**src/rtl/ddr3_pkg.sv**
```systemverilog
// Shared definitions for the DDR3 user-interface read path.
package ddr3_pkg;

  typedef enum logic [1:0] {
    StIdle,
    StIssue,
    StDrain,
    StDone
  } state_e;

  localparam logic [2:0] CMD_READ  = 3'b001;
  localparam logic [2:0] CMD_WRITE = 3'b000;

  // 128-bit burst index to user-interface byte address.
  localparam int unsigned BURST_SHIFT = 3;

endpackage

```
**src/rtl/ddr3_read_control.sv**
```systemverilog
// Issues a run of 128-bit read bursts to the DDR3 user interface with flow control
// and forwards the returned data to the read FIFO, tagging the final burst.
module ddr3_read_control
  import ddr3_pkg::*;
#(
  parameter int unsigned MAX_OUTSTANDING = 16,
  parameter int unsigned APP_ADDR_W      = 27
) (
  input  logic                  ddr3_domain_clk,
  input  logic                  reset,
  input  logic [22:0]           ddr3_rd_start_addr,
  input  logic [23:0]           ddr3_rd_burst_cnt,
  input  logic                  enable_reading,
  output logic                  reading_done,
  output logic                  app_en,
  output logic [2:0]            app_cmd,
  output logic [APP_ADDR_W-1:0] app_addr,
  input  logic                  app_rdy,
  input  logic [127:0]          app_rd_data,
  input  logic                  app_rd_data_valid,
  output logic                  ddr3_rd_fifo_wr_en,
  output logic [127:0]          ddr3_rd_fifo_input_dat,
  output logic                  ddr3_rd_fifo_input_tlast,
  input  logic                  ddr3_rd_fifo_almost_full,
  output logic                  ddr3_rd_sync_err
);

  state_e      state;
  logic [22:0] burst_addr;
  logic [23:0] burst_cnt;
  logic [23:0] issued;
  logic [23:0] returned;
  logic [5:0]  outstanding;

  logic        accept;
  logic        busy;
  logic        ret_ok;
  logic        ret_bad;
  logic        issue_ok;
  logic [22:0] burst_addr_nxt;
  logic [23:0] issued_nxt;
  logic [5:0]  outstanding_nxt;

  assign app_cmd = CMD_READ;

  always_comb begin
    accept          = app_en & app_rdy;
    busy            = (state == StIssue) || (state == StDrain);
    // Data is legitimate only while a sequence runs and a command is still owed data.
    ret_ok          = app_rd_data_valid && busy && (returned < issued);
    ret_bad         = app_rd_data_valid && !ret_ok;
    burst_addr_nxt  = burst_addr + 23'(accept);
    issued_nxt      = issued + 24'(accept);
    outstanding_nxt = outstanding + 6'(accept) - 6'(ret_ok);
    issue_ok        = (issued_nxt < burst_cnt) &&
                      (32'(outstanding_nxt) < MAX_OUTSTANDING) &&
                      !ddr3_rd_fifo_almost_full;
  end

  always_ff @(posedge ddr3_domain_clk) begin
    if (reset) begin
      state                    <= StIdle;
      burst_addr               <= '0;
      burst_cnt                <= '0;
      issued                   <= '0;
      returned                 <= '0;
      outstanding              <= '0;
      reading_done             <= 1'b0;
      app_en                   <= 1'b0;
      app_addr                 <= '0;
      ddr3_rd_fifo_wr_en       <= 1'b0;
      ddr3_rd_fifo_input_dat   <= '0;
      ddr3_rd_fifo_input_tlast <= 1'b0;
      ddr3_rd_sync_err         <= 1'b0;
    end else begin
      ddr3_rd_fifo_wr_en       <= 1'b0;
      ddr3_rd_fifo_input_tlast <= 1'b0;
      if (ret_bad) begin
        ddr3_rd_sync_err <= 1'b1;
      end
      if (ret_ok) begin
        ddr3_rd_fifo_wr_en       <= 1'b1;
        ddr3_rd_fifo_input_dat   <= app_rd_data;
        ddr3_rd_fifo_input_tlast <= (returned + 24'd1 == burst_cnt);
        returned                 <= returned + 24'd1;
      end

      unique case (state)
        StIdle, StDone: begin
          reading_done <= (state == StDone);
          if (enable_reading) begin
            burst_addr   <= ddr3_rd_start_addr;
            burst_cnt    <= ddr3_rd_burst_cnt;
            issued       <= '0;
            returned     <= '0;
            outstanding  <= '0;
            reading_done <= 1'b0;
            app_addr     <= APP_ADDR_W'(ddr3_rd_start_addr) << BURST_SHIFT;
            app_en       <= (ddr3_rd_burst_cnt != 24'd0) && !ddr3_rd_fifo_almost_full;
            state        <= (ddr3_rd_burst_cnt == 24'd0) ? StDone : StIssue;
          end
        end
        StIssue: begin
          burst_addr  <= burst_addr_nxt;
          issued      <= issued_nxt;
          outstanding <= outstanding_nxt;
          app_addr    <= APP_ADDR_W'(burst_addr_nxt) << BURST_SHIFT;
          // A presented command is never withdrawn, whatever the FIFO says.
          if (app_en && !app_rdy) begin
            app_en <= 1'b1;
          end else if (issued_nxt == burst_cnt) begin
            app_en <= 1'b0;
            state  <= StDrain;
          end else begin
            app_en <= issue_ok;
          end
        end
        StDrain: begin
          outstanding <= outstanding_nxt;
          if (ret_ok && (returned + 24'd1 == burst_cnt)) begin
            state <= StDone;
          end
        end
        default: state <= StIdle;
      endcase
    end
  end

endmodule
```
**config.mk**
```make
export PLATFORM = sky130hd
export DESIGN_NAME = ddr3_read_control
export DESIGN_NICKNAME = d
export VERILOG_FILES = /design/src/rtl/ddr3_pkg.sv /design/src/rtl/ddr3_read_control.sv
export SDC_FILE = /design/constraint.sdc
export NUM_CORES = 1
export LEC_CHECK = 0
export CAP_MARGIN = 30
export CORE_MARGIN = 10
export CORE_UTILIZATION = 55
export CTS_CLUSTER_SIZE = 30
export DETAILED_ROUTE_END_ITERATION = 10
export DONT_BUFFER_PORTS = 1
export GPL_TIMING_DRIVEN = 0
export PLACE_DENSITY = 0.76
export RECOVER_POWER = 50
export SYNTH_ARGS = -nofsm -noshare
export SYNTH_HDL_FRONTEND = slang
export SYNTH_SLANG_ARGS = --single-unit
```
**constraint.sdc**
```tcl
create_clock -name ddr3_domain_clk -period 5.56 [get_ports ddr3_domain_clk]
set_clock_uncertainty 0.2 [all_clocks]
set_input_delay 1.112 -clock ddr3_domain_clk [delete_from_list [all_inputs] [get_ports ddr3_domain_clk]]
set_output_delay 1.112 -clock ddr3_domain_clk [all_outputs]
set_load 0.02 [all_outputs]
```
### After elaboration in Yosys (flattened, before gate mapping)

Cells that the tools add are included.

| storage, ports and cells | value |
|---|---|
| flip-flop bits (word level) | 263 |
| logic and storage cells | 77 |

| cells by class | value |
|---|---|
| add/sub/neg operators | 5 |
| magnitude comparators | 3 |
| eq/ne operators | 9 |
| muxes and demuxes | 23 |
| bitwise logic cells | 2 |
| reductions and logical operators | 22 |

Operators with widths:

| cell | number |
|---|---|
| $mux 24 | 4 |
| $pmux 27 s2 | 1 |
| $eq 24x24->1 | 2 |
| $lt 24x24->1 | 2 |
| $pmux 24 s2 | 1 |
| $pmux 23 s2 | 1 |
| $mux 27 | 1 |
| $add 24x1->24 | 1 |
| $add 24x1->24 const B | 1 |
| $logic_not 24->1 | 1 |
| $reduce_bool 24->1 | 1 |
| $add 23x1->23 | 1 |
| $mux 23 | 1 |
| $pmux 6 s2 | 1 |
| $mux 2 | 5 |
| $logic_and 1x1->1 | 8 |
| $add 6x1->6 | 1 |
| $lt 6x5->1 const B | 1 |
| $mux 6 | 1 |
| $pmux 2 s3 | 1 |
| $reduce_or 2->1 | 3 |
| $sub 6x1->6 | 1 |
| $mux 1 | 5 |
| $eq 2x2->1 const B | 2 |
| other kinds (12) | 17 |

### Logic depth before layout (Yosys ltp)

Gate-level depths: netlist of the first run.

| logic depth | value |
|---|---|
| depth after elaboration | 11 |
| mapped depth | 24 |
| depth with buffers taken out | 22 |

### Worst setup path before layout of the first run

OpenSTA, ideal clock, no wires.

| timing path | value |
|---|---|
| kind | input-to-reg |
| start point | input port app_rdy |
| end point | register state[0] |
| library setup time | 0.091 ns |
| data arrival time | 4.798 ns |
| required time | 5.269 ns |
| path slack | 0.471 ns |
| cell stages on the path | 19 |
| path buffers | 0 |
| cell sequence | and2_1 -> ha_1 -> ha_1 -> nand3_1 -> nor3_1 -> nand3_1 -> nor3b_1 -> nand3_1 -> nor3_1 -> xnor2_1 -> ha_1 -> nand4_1 -> nor2_1 -> nand3_1 -> nor3_1 -> nor2_1 -> a211oi_1 -> a21oi_1 -> a311oi_1 |

| between the ends | value |
|---|---|
| cells in the longest elaborated chain, start to end | 5 |
| elaborated cells on any way between the ends | 8 |
| those cells by class | add/sub (1); eq/ne (3); bitwise (1); reduce/logical (3) |

RTL lines:

| item | line | text |
|---|---|---|
| start: declaration | ddr3_read_control.sv:18 | `input logic app_rdy,` |
| $and 1x1->1 | ddr3_read_control.sv:47 | `accept = app_en & app_rdy;` |
| $add 24x1->24 | ddr3_read_control.sv:53 | `issued_nxt = issued + 24'(accept);` |
| $eq 24x24->1 | ddr3_read_control.sv:111 | `end else if (issued_nxt == burst_cnt) begin` |
| $ne 2x1->1 (no line) | n/a |  |
| $reduce_and 4->1 (no line) * | n/a |  |
| end signal: assignment | ddr3_read_control.sv:62 | `state <= StIdle;` |
| end signal: assignment | ddr3_read_control.sv:113 | `state <= StDrain;` |
| end signal: assignment | ddr3_read_control.sv:121 | `state <= StDone;` |
| end: declaration | ddr3_read_control.sv:28 | `state_e state;` |

Mark *: on every way between the ends. The rest lies on a longest branch, timed or not.
A chain may end at the register's enable or synchronous reset.

### Worst setup path after layout of the first run

| timing path | value |
|---|---|
| start point | register returned[21] |
| end point | register app_en |

| between the ends | value |
|---|---|
| cells in the longest elaborated chain, start to end | 9 |

RTL lines:

| item | line | text |
|---|---|---|
| start: declaration | ddr3_read_control.sv:32 | `logic [23:0] returned;` |
| start signal: assignment | ddr3_read_control.sv:85 | `returned <= returned + 24'd1;` |
| $lt 24x24->1 | ddr3_read_control.sv:50 | `ret_ok = app_rd_data_valid && busy && (returned < issued);` |
| $logic_and 1x1->1 | ddr3_read_control.sv:50 |  |
| $sub 6x1->6 | ddr3_read_control.sv:54 | `outstanding_nxt = outstanding + 6'(accept) - 6'(ret_ok);` |
| $lt 6x5->1 | ddr3_read_control.sv:56 | `(32'(outstanding_nxt) < MAX_OUTSTANDING) &&` |
| $logic_and 1x1->1 | ddr3_read_control.sv:55 | `issue_ok = (issued_nxt < burst_cnt) &&` |
| $logic_and 1x1->1 | ddr3_read_control.sv:56 |  |
| $mux 1 | ddr3_read_control.sv:111 |  |
| $mux 1 | ddr3_read_control.sv:109 | `if (app_en && !app_rdy) begin` |
| $pmux 1 s2 | ddr3_read_control.sv:88 | `unique case (state)` |
| end signal: assignment | ddr3_read_control.sv:99 | `app_en <= (ddr3_rd_burst_cnt != 24'd0) && !ddr3_rd_fifo_almost_full;` |
| end signal: assignment | ddr3_read_control.sv:115 | `app_en <= issue_ok;` |
| end: declaration | ddr3_read_control.sv:15 | `output logic app_en,` |

No other way between the ends.

==> flow_metrics.env, run 1 <==
export IMPL_p_leak_uw=0.00465
export IMPL_rr_endpoint="app_en"
export IMPL_maxCapViolations=0
export IMPL_clock_fmax_mhz=194
export IMPL_grt_max_degree=15
export IMPL_synth_top_area_share_pct=40.1
export IMPL_start_kind="flip-flop"
export IMPL_grtUsageTotal_pct=27.4
export IMPL_register_area_um2=4730
export IMPL_fin_crit_ps=5160
export IMPL_setup_viol=0
export IMPL_synth_area_leader_cell="dfxtp_1"
export IMPL_synth_main_ff_cell="dfxtp_1"
export IMPL_finalNetCount=1826
export IMPL_hp_start="issued[5]"
export IMPL_critPathLaunch="returned[21]"
export IMPL_io_buffers=0
export IMPL_yosys_register_bits=236
export IMPL_rr_worst_depth=22
export IMPL_r2r_slack_ps=400
export IMPL_synth_edf_count=0
export IMPL_yosysUniqueCellTypes=67
export IMPL_clock_sinks=236
export IMPL_htreeDepth=1
export IMPL_antenna_found_initial=0
export IMPL_drc=0
export IMPL_synthCells=1550
export IMPL_cp_max_fo=12
export IMPL_start_util_pct=56.0
export IMPL_path_class="reg2reg"
export IMPL_rows=53
export IMPL_p_per_area_nw_per_um2=395
export IMPL_cts_buffers=26
export IMPL_ctsHoldBuffers=0
export IMPL_wl_mm=40.4
export IMPL_drt_iter0_drc=1034
export IMPL_crit_required_ps=5820
export IMPL_avgRoutedWirePerCell_um=21.5
export IMPL_clockBufferDepth=3
export IMPL_synth_area_per_cell_um2=7.60
export IMPL_yosys_warnings=0
export IMPL_synth_top_cells_by_area="dfxtp_1 40%, nand2_1 12%, a21oi_1 9.4%, ha_1 6.6%, xnor2_1 3.7%"
export IMPL_vias=11200
export IMPL_hold_depth=2
export IMPL_fin_crit_sh_pct=92.7
export IMPL_die_h_um=166
export IMPL_diodes=0
export IMPL_nFillCells=1865
export IMPL_vias_per_cell=5.96
export IMPL_hp_class="reg2reg"
export IMPL_ys_async_sr_fraction_pct=0
export IMPL_multi_input_area_um2=6440
export IMPL_syn_cell_area_um2=11800
export IMPL_cts_tree="done"
export IMPL_ys_seq_area_share_pct=40.1
export IMPL_io_pins=344
export IMPL_cts_root_buf="clkbuf_16"
export IMPL_dp_hpwl_mm=31.4
export IMPL_firstDrtPassIters=5
export IMPL_cts_setup_buffers=0
export IMPL_max_slew_worst_pin_slew_ps=1010
export IMPL_min_to="issued[5]"
export IMPL_cp_arrival_ps=5420
export IMPL_fin_area_um2=13200
export IMPL_grt_overflow_total=0
export IMPL_cts_reportedPaths_clkPinSlew_ps=60
export IMPL_grt_first_pass_wirelength_mm=61.9
export IMPL_hold_viol_final=0
export IMPL_dpl_cell_area_um2=12100
export IMPL_dieArea_um2=27700
export IMPL_insertion_delay_ps=550
export IMPL_area_delta_synth_final_pct=11.7
export IMPL_die_w_um=166
export IMPL_place_congestion=0.965
export IMPL_totalPowerFinal_uw=5200
export IMPL_ant_nets=0
export IMPL_crit_path_end_kind="flip-flop"
export IMPL_drive_above_1_share_pct=5.31
export IMPL_ir_drop_uv=260
export IMPL_final_max_slew_viol_count=0
export IMPL_reg2reg_from="returned[21]"
export IMPL_grt_pass1_vias=10800
export IMPL_outcome="complete, no violations"
export IMPL_coreArea_um2=21000
export IMPL_slew_headroom_pct=32.5
export IMPL_rsz0062_at_grt="false"
[repair_timing]
| item | CTS | global route |
|---|---|---|
| gates cloned | 0 | 0 |
| endpoints found under the setup margin | 2 | 3 |
| gates resized for setup | 2 | 9 |
[worst max-delay path, cell delays in order, from the launching register on]
cell,delay [ps]
dfxtp_1,520
ha_1,320
a21o_1,170
a21o_1,200
a2111oi_4,410
o2111ai_1,170
nand4b_1,220
and2_2,200
clkbuf_1,220
clkinvlp_4,310
ha_1,180
inv_1,40
ha_1,190
fa_1,420
a21oi_1,150
nor2_1,50
nor2_1,100
xnor2_1,110
inv_1,80
o2111ai_1,110
a2111oi_0,410
o21ai_0,190
o21ai_0,110
[worst max-delay path by stage]
stage                to  slack, ps  cells past startpoint
2_1_floorplan  state[0]        470                     19
3_3_place_gp   state[0]       -480                     19
3_5_place_dp   state[0]       -500                     19
4_1_cts          app_en          3                     22
5_1_grt        state[0]        100                     20
6_report         app_en        400                     22
[final cells by class]
type / instances / area share (%)
buffer: 97 / 3.22
clock buffer: 35 / 5.66
clock inverter: 13 / 1.70
inverter: 67 / 1.94
multi-input combinational: 1154 / 49.0
sequential: 236 / 35.9
tap: 275 / 2.61
[state kept, by name, summed over array words and instances (netlist names)]
name / flops
returned: 24
ddr3_rd_fifo_input_tlast: 1
ddr3_rd_fifo_input_dat: 128
burst_cnt: 24
app_en: 1
ddr3_rd_fifo_wr_en: 1
ddr3_rd_sync_err: 1
outstanding: 6
issued: 24
state: 2
app_addr: 23
reading_done: 1
[power by group]
| part | internal, uW | leakage [uW] | switching (uW) |
|---|---|---|---|
| Combinational | 393 | 0.00227 | 803 |
| Clock | 1180 | 0.000469 | 732 |
| Sequential | 1820 | 0.00191 | 273 |
[through the flow]
step / TNS [ps] / setup WS (ps) / hold slack, ps / instances / utilization, %
6_report: 0 / 404 / 255 / 1877 / 62.6
5_1_grt: 0 / 104 / 287 / 1877 / 62.6
4_1_cts: 0 / 3.21 / 254 / 1877 / 62.4
3_5_place_dp: -1350 / -497 / 245 / 1830 / 57.8
3_3_place_gp: -1310 / -484 / 239 / 1830 / 57.8
2_1_floorplan: 0 / 471 / 232 / 1555 / -
[cell families after synthesis]
kind of cell,Yosys count,share of synthesized area (%)
and+or+nand+nor,648,24.1
AOI/OAI and AO/OA,357,17.3
DFF,236,40.1
buffers and inverters,165,5.77
adders and majority gates,63,6.76
other,2,0.0638
muxes,2,0.170
xor gates and xnor gates,77,5.72
[per-layer routing]
| metal | routed length [um] | GRT usage (%) | up-vias |
|---|---|---|---|
| met3 | 4340 | 8.68 | 128 |
| met2 | 19400 | 47.1 | 586 |
| met5 | 0 | 0 | - |
| met1 | 14700 | 30.8 | 5185 |
| li1 | - | - | 5288 |
| met4 | 1940 | 11.6 | 0 |
[synth_stat cells (4+ instances only)]
cell,number
a211oi_1,9
a21o_1,10
a21oi_1,221
a22oi_1,23
a31oi_1,6
and2_1,4
and3_1,9
buf_4,8
clkbuf_1,82
dfxtp_1,236
ha_1,62
inv_1,66
nand2_1,382
nand2b_1,4
nand3_1,31
nand4_1,26
nor2_1,101
nor2b_1,14
nor3_1,35
nor4_1,9
o21a_1,4
o21ai_0,51
o31ai_1,4
or3_1,9
or3_2,4
xnor2_1,50
xor2_1,27
[cells in the final DEF, fill, tap and decap left out, types with 10 or more instances in the layout]
| master | Yosys | routed |
|---|---|---|
| nand2_1 | 382 | 382 |
| dfxtp_1 | 236 | 235 |
| a21oi_1 | 221 | 221 |
| nor2_1 | 101 | 101 |
| clkbuf_1 | 82 | 84 |
| inv_1 | 66 | 65 |
| ha_1 | 62 | 62 |
| o21ai_0 | 51 | 52 |
| xnor2_1 | 50 | 50 |
| nor3_1 | 35 | 32 |
| nand3_1 | 31 | 30 |
| xor2_1 | 27 | 27 |
| nand4_1 | 26 | 26 |
| clkbuf_16 | 0 | 26 |
| a22oi_1 | 23 | 23 |
| nor2b_1 | 14 | 14 |
| a21o_1 | 10 | 10 |
No activity file was read; power rests on OpenSTA's default activity.
==> run 2, diff against run 1 <==
--- a/config.mk
+++ b/config.mk
@@ -8,11 +8,11 @@
 export CAP_MARGIN = 30
 export CORE_MARGIN = 10
 export CORE_UTILIZATION = 55
-export CTS_CLUSTER_SIZE = 30
+export CTS_BUF_LIST = sky130_fd_sc_hd__clkbuf_4 sky130_fd_sc_hd__clkbuf_8 sky130_fd_sc_hd__clkbuf_16
 export DETAILED_ROUTE_END_ITERATION = 10
 export DONT_BUFFER_PORTS = 1
 export GPL_TIMING_DRIVEN = 0
-export PLACE_DENSITY = 0.76
+export PLACE_DENSITY = 0.79
 export RECOVER_POWER = 50
 export SYNTH_ARGS = -nofsm -noshare
 export SYNTH_HDL_FRONTEND = slang
==> constraint.sdc (replaced) <==
create_clock -name ddr3_domain_clk -period 4.25 [get_ports ddr3_domain_clk]
set_clock_uncertainty 0.2 [all_clocks]
set_input_delay 0.85 -clock ddr3_domain_clk [delete_from_list [all_inputs] [get_ports ddr3_domain_clk]]
set_output_delay 0.85 -clock ddr3_domain_clk [all_outputs]
set_load 0.02 [all_outputs]
==> run 2 against run 1 <==
  * Hold slack got worse by 29 ps
  * Via count is 2.8% higher
  * Clock power rose by 23%
  * Cell area is 3.1% higher
  * Setup slack got worse by 350 ps
  * Register-to-register slack got worse by 350 ps
  * Routed wire length is 3.8% higher
  * Clock-buffer cell count decreased by 3
  * Sequential share of layout area fell by 0.98 points
  * Critical path type unchanged
==> flow_metrics.env, run 2 (synthesized netlist as in run 1, its figures left out) <==
export IMPL_die_w_um=166
export IMPL_critPathBufInv=4
export IMPL_rr_endpoint="app_en"
export IMPL_hold_viol_final=0
export IMPL_cts_reportedPaths_clkPinSlew_ps=60
export IMPL_final_common_cell="nand2_1"
export IMPL_finalNetCount=1853
export IMPL_rows=53
export IMPL_start_kind="flip-flop"
export IMPL_critical_path_top_delay_family="compound AO/OA/AOI/OAI gates"
export IMPL_p_leak_uw=0.00488
export IMPL_reg2reg_from="issued[21]"
export IMPL_vias=11500
export IMPL_crit_end="app_en"
export IMPL_r2r_slack_ps=50
export IMPL_ctsHoldBuffers=0
export IMPL_avgRoutedWirePerCell_um=22.1
export IMPL_grt_max_degree=15
export IMPL_crit_cells=22
export IMPL_hp_class="in2reg"
export IMPL_drive_above_1_share_pct=9.65
export IMPL_cts_buffers=25
export IMPL_ir_drop_uv=339
export IMPL_slew_headroom_pct=33.6
export IMPL_dieArea_um2=27700
export IMPL_grt_first_pass_wirelength_mm=63.2
export IMPL_fin_cells=1903
export IMPL_vias_per_cell=6.04
export IMPL_io_pins=344
export IMPL_critPathLaunch="issued[21]"
export IMPL_io_buffers=0
export IMPL_max_slew_worst_pin_slew_ps=986
export IMPL_slowest_delay_ps=420
export IMPL_wl_mm=42.0
export IMPL_cp_max_fo=3
export IMPL_insertion_delay_ps=550
export IMPL_maxCapViolations=0
export IMPL_cp_arrival_ps=4460
export IMPL_crit_required_ps=4510
export IMPL_grtUsageTotal_pct=27.9
export IMPL_path_cells="inv_2 > ha_4 > a21o_1 > a21o_1 > a2111oi_4 > o2111ai_1 > nand4b_1 > and2_4 > inv_4 > ha_4 > inv_2 > ha_4 > fa_2 > a21oi_2 > nor2_1 > nor2_1 > xnor2_1 > inv_1 > o2111ai_2 > a2111oi_2 > o21ai_1 > o21ai_1"
export IMPL_die_h_um=166
export IMPL_path_class="reg2reg"
export IMPL_firstDrtPassIters=6
export IMPL_final_max_slew_viol_count=0
export IMPL_coreArea_um2=21000
export IMPL_antenna_found_initial=1
export IMPL_htreeDepth=1
export IMPL_cts_root_buf="clkbuf_16"
export IMPL_place_ws_ps=-1280
export IMPL_fin_ws_ps=51.1
export IMPL_grt_pass1_vias=11000
export IMPL_fin_crit_ps=4200
export IMPL_place_congestion=0.974
export IMPL_dpl_cell_count=1830
export IMPL_critPathSlowestCell="a2111oi_4"
export IMPL_cts_tree="done"
export IMPL_fin_crit_sh_pct=98.8
export IMPL_crit_path_end_kind="flip-flop"
export IMPL_clock_fmax_mhz=238
export IMPL_drt_iter0_drc=1148
export IMPL_outcome="complete, no violations"
export IMPL_start_util_pct=56.0
export IMPL_nFillCells=1788
export IMPL_dp_hpwl_mm=32.0
export IMPL_area_delta_synth_final_pct=15.2
export IMPL_rr_worst_depth=22
export IMPL_layout_common_cells="381 x nand2_1, 228 x dfxtp_1, 219 x a21oi_1, 98 x nor2_1, 76 x clkbuf_1"
export IMPL_drc=0
export IMPL_clock_sinks=236
export IMPL_grt_overflow_total=0
export IMPL_largest_reg_flops=128
export IMPL_regMostFlops="ddr3_rd_fifo_input_dat"
export IMPL_timing_hold_ws_ps=226
export IMPL_clockBufferDepth=3
export IMPL_rsz0062_at_grt="true"
export IMPL_p_per_area_nw_per_um2=501
export IMPL_ant_nets=0
export IMPL_crit_top_cell="ha_4"
export IMPL_setup_viol=0
==> run 2: worst reg2reg max path, delay by kind of cell, from the launching register on <==
family / cells / cell delay [ps]
simple gates: 4 / 640
compound gates: 9 / 1740
fa+ha+maj: 4 / 850
flops: 1 / 340
xor+xnor: 1 / 110
buf+inv: 4 / 270
==> run 2: per-layer routing <==
layer / wire length, um / share of wire (%) / global-route usage (%)
met1: 15200 / 36 / 31.3
met2: 20700 / 49 / 49.0
met3: 4230 / 10 / 8.07
met4: 1830 / 4.4 / 10.6
met5: 0 / 0 / 0
==> run 2: power by group <==
group          total (uW)  leakage (uW)  internal [uW]  switching (uW)
Combinational        1720       0.00252            588            1140
Clock                2340      0.000440           1400             942
Sequential           2740       0.00191           2380             358
Total                6800       0.00488           4370            2440
==> run 2: worst min-delay path by stage <==
stage,startpoint,end,cells after the start
after floorplan,issued[5],issued[5],2
after global placement,issued[5],issued[5],2
after detailed placement,issued[5],issued[5],2
after CTS,app_rd_data[23],ddr3_rd_fifo_input_dat[23],2
final,app_rd_data[87],ddr3_rd_fifo_input_dat[87],2
after global routing,app_rd_data[23],ddr3_rd_fifo_input_dat[23],2
==> run 2: repair_timing <==
action                                  4_1_cts  5_1_grt
setup buffers                                14       18
resized for setup                            48       23
endpoints found under the setup margin        5        3
pin swaps                                    19       27
==> run 2: through the flow <==
stage	utilization, %	instance area [um^2]	power, uW	TNS, ps
5_1_grt	64.6	13600	7060	-96.2
4_1_cts	63.5	13300	6680	0
6_report	64.6	13600	6800	0
3_3_place_gp	58.1	12200	4270	-3630
2_1_floorplan	-	11900	3790	-0.848
3_5_place_dp	58.1	12200	4310	-4040
==> run 2: final cells by class <==
class	instances	area, um^2	share of cell area [%]
multi-input combinational	1154	6690	49.3
sequential	236	4740	34.9
clock buffer	32	691	5.09
buffer	93	417	3.07
tap	275	344	2.54
inverter	67	254	1.87
timing repair buffer	32	244	1.80
clock inverter	13	186	1.37
antenna	1	2.50	0.0184
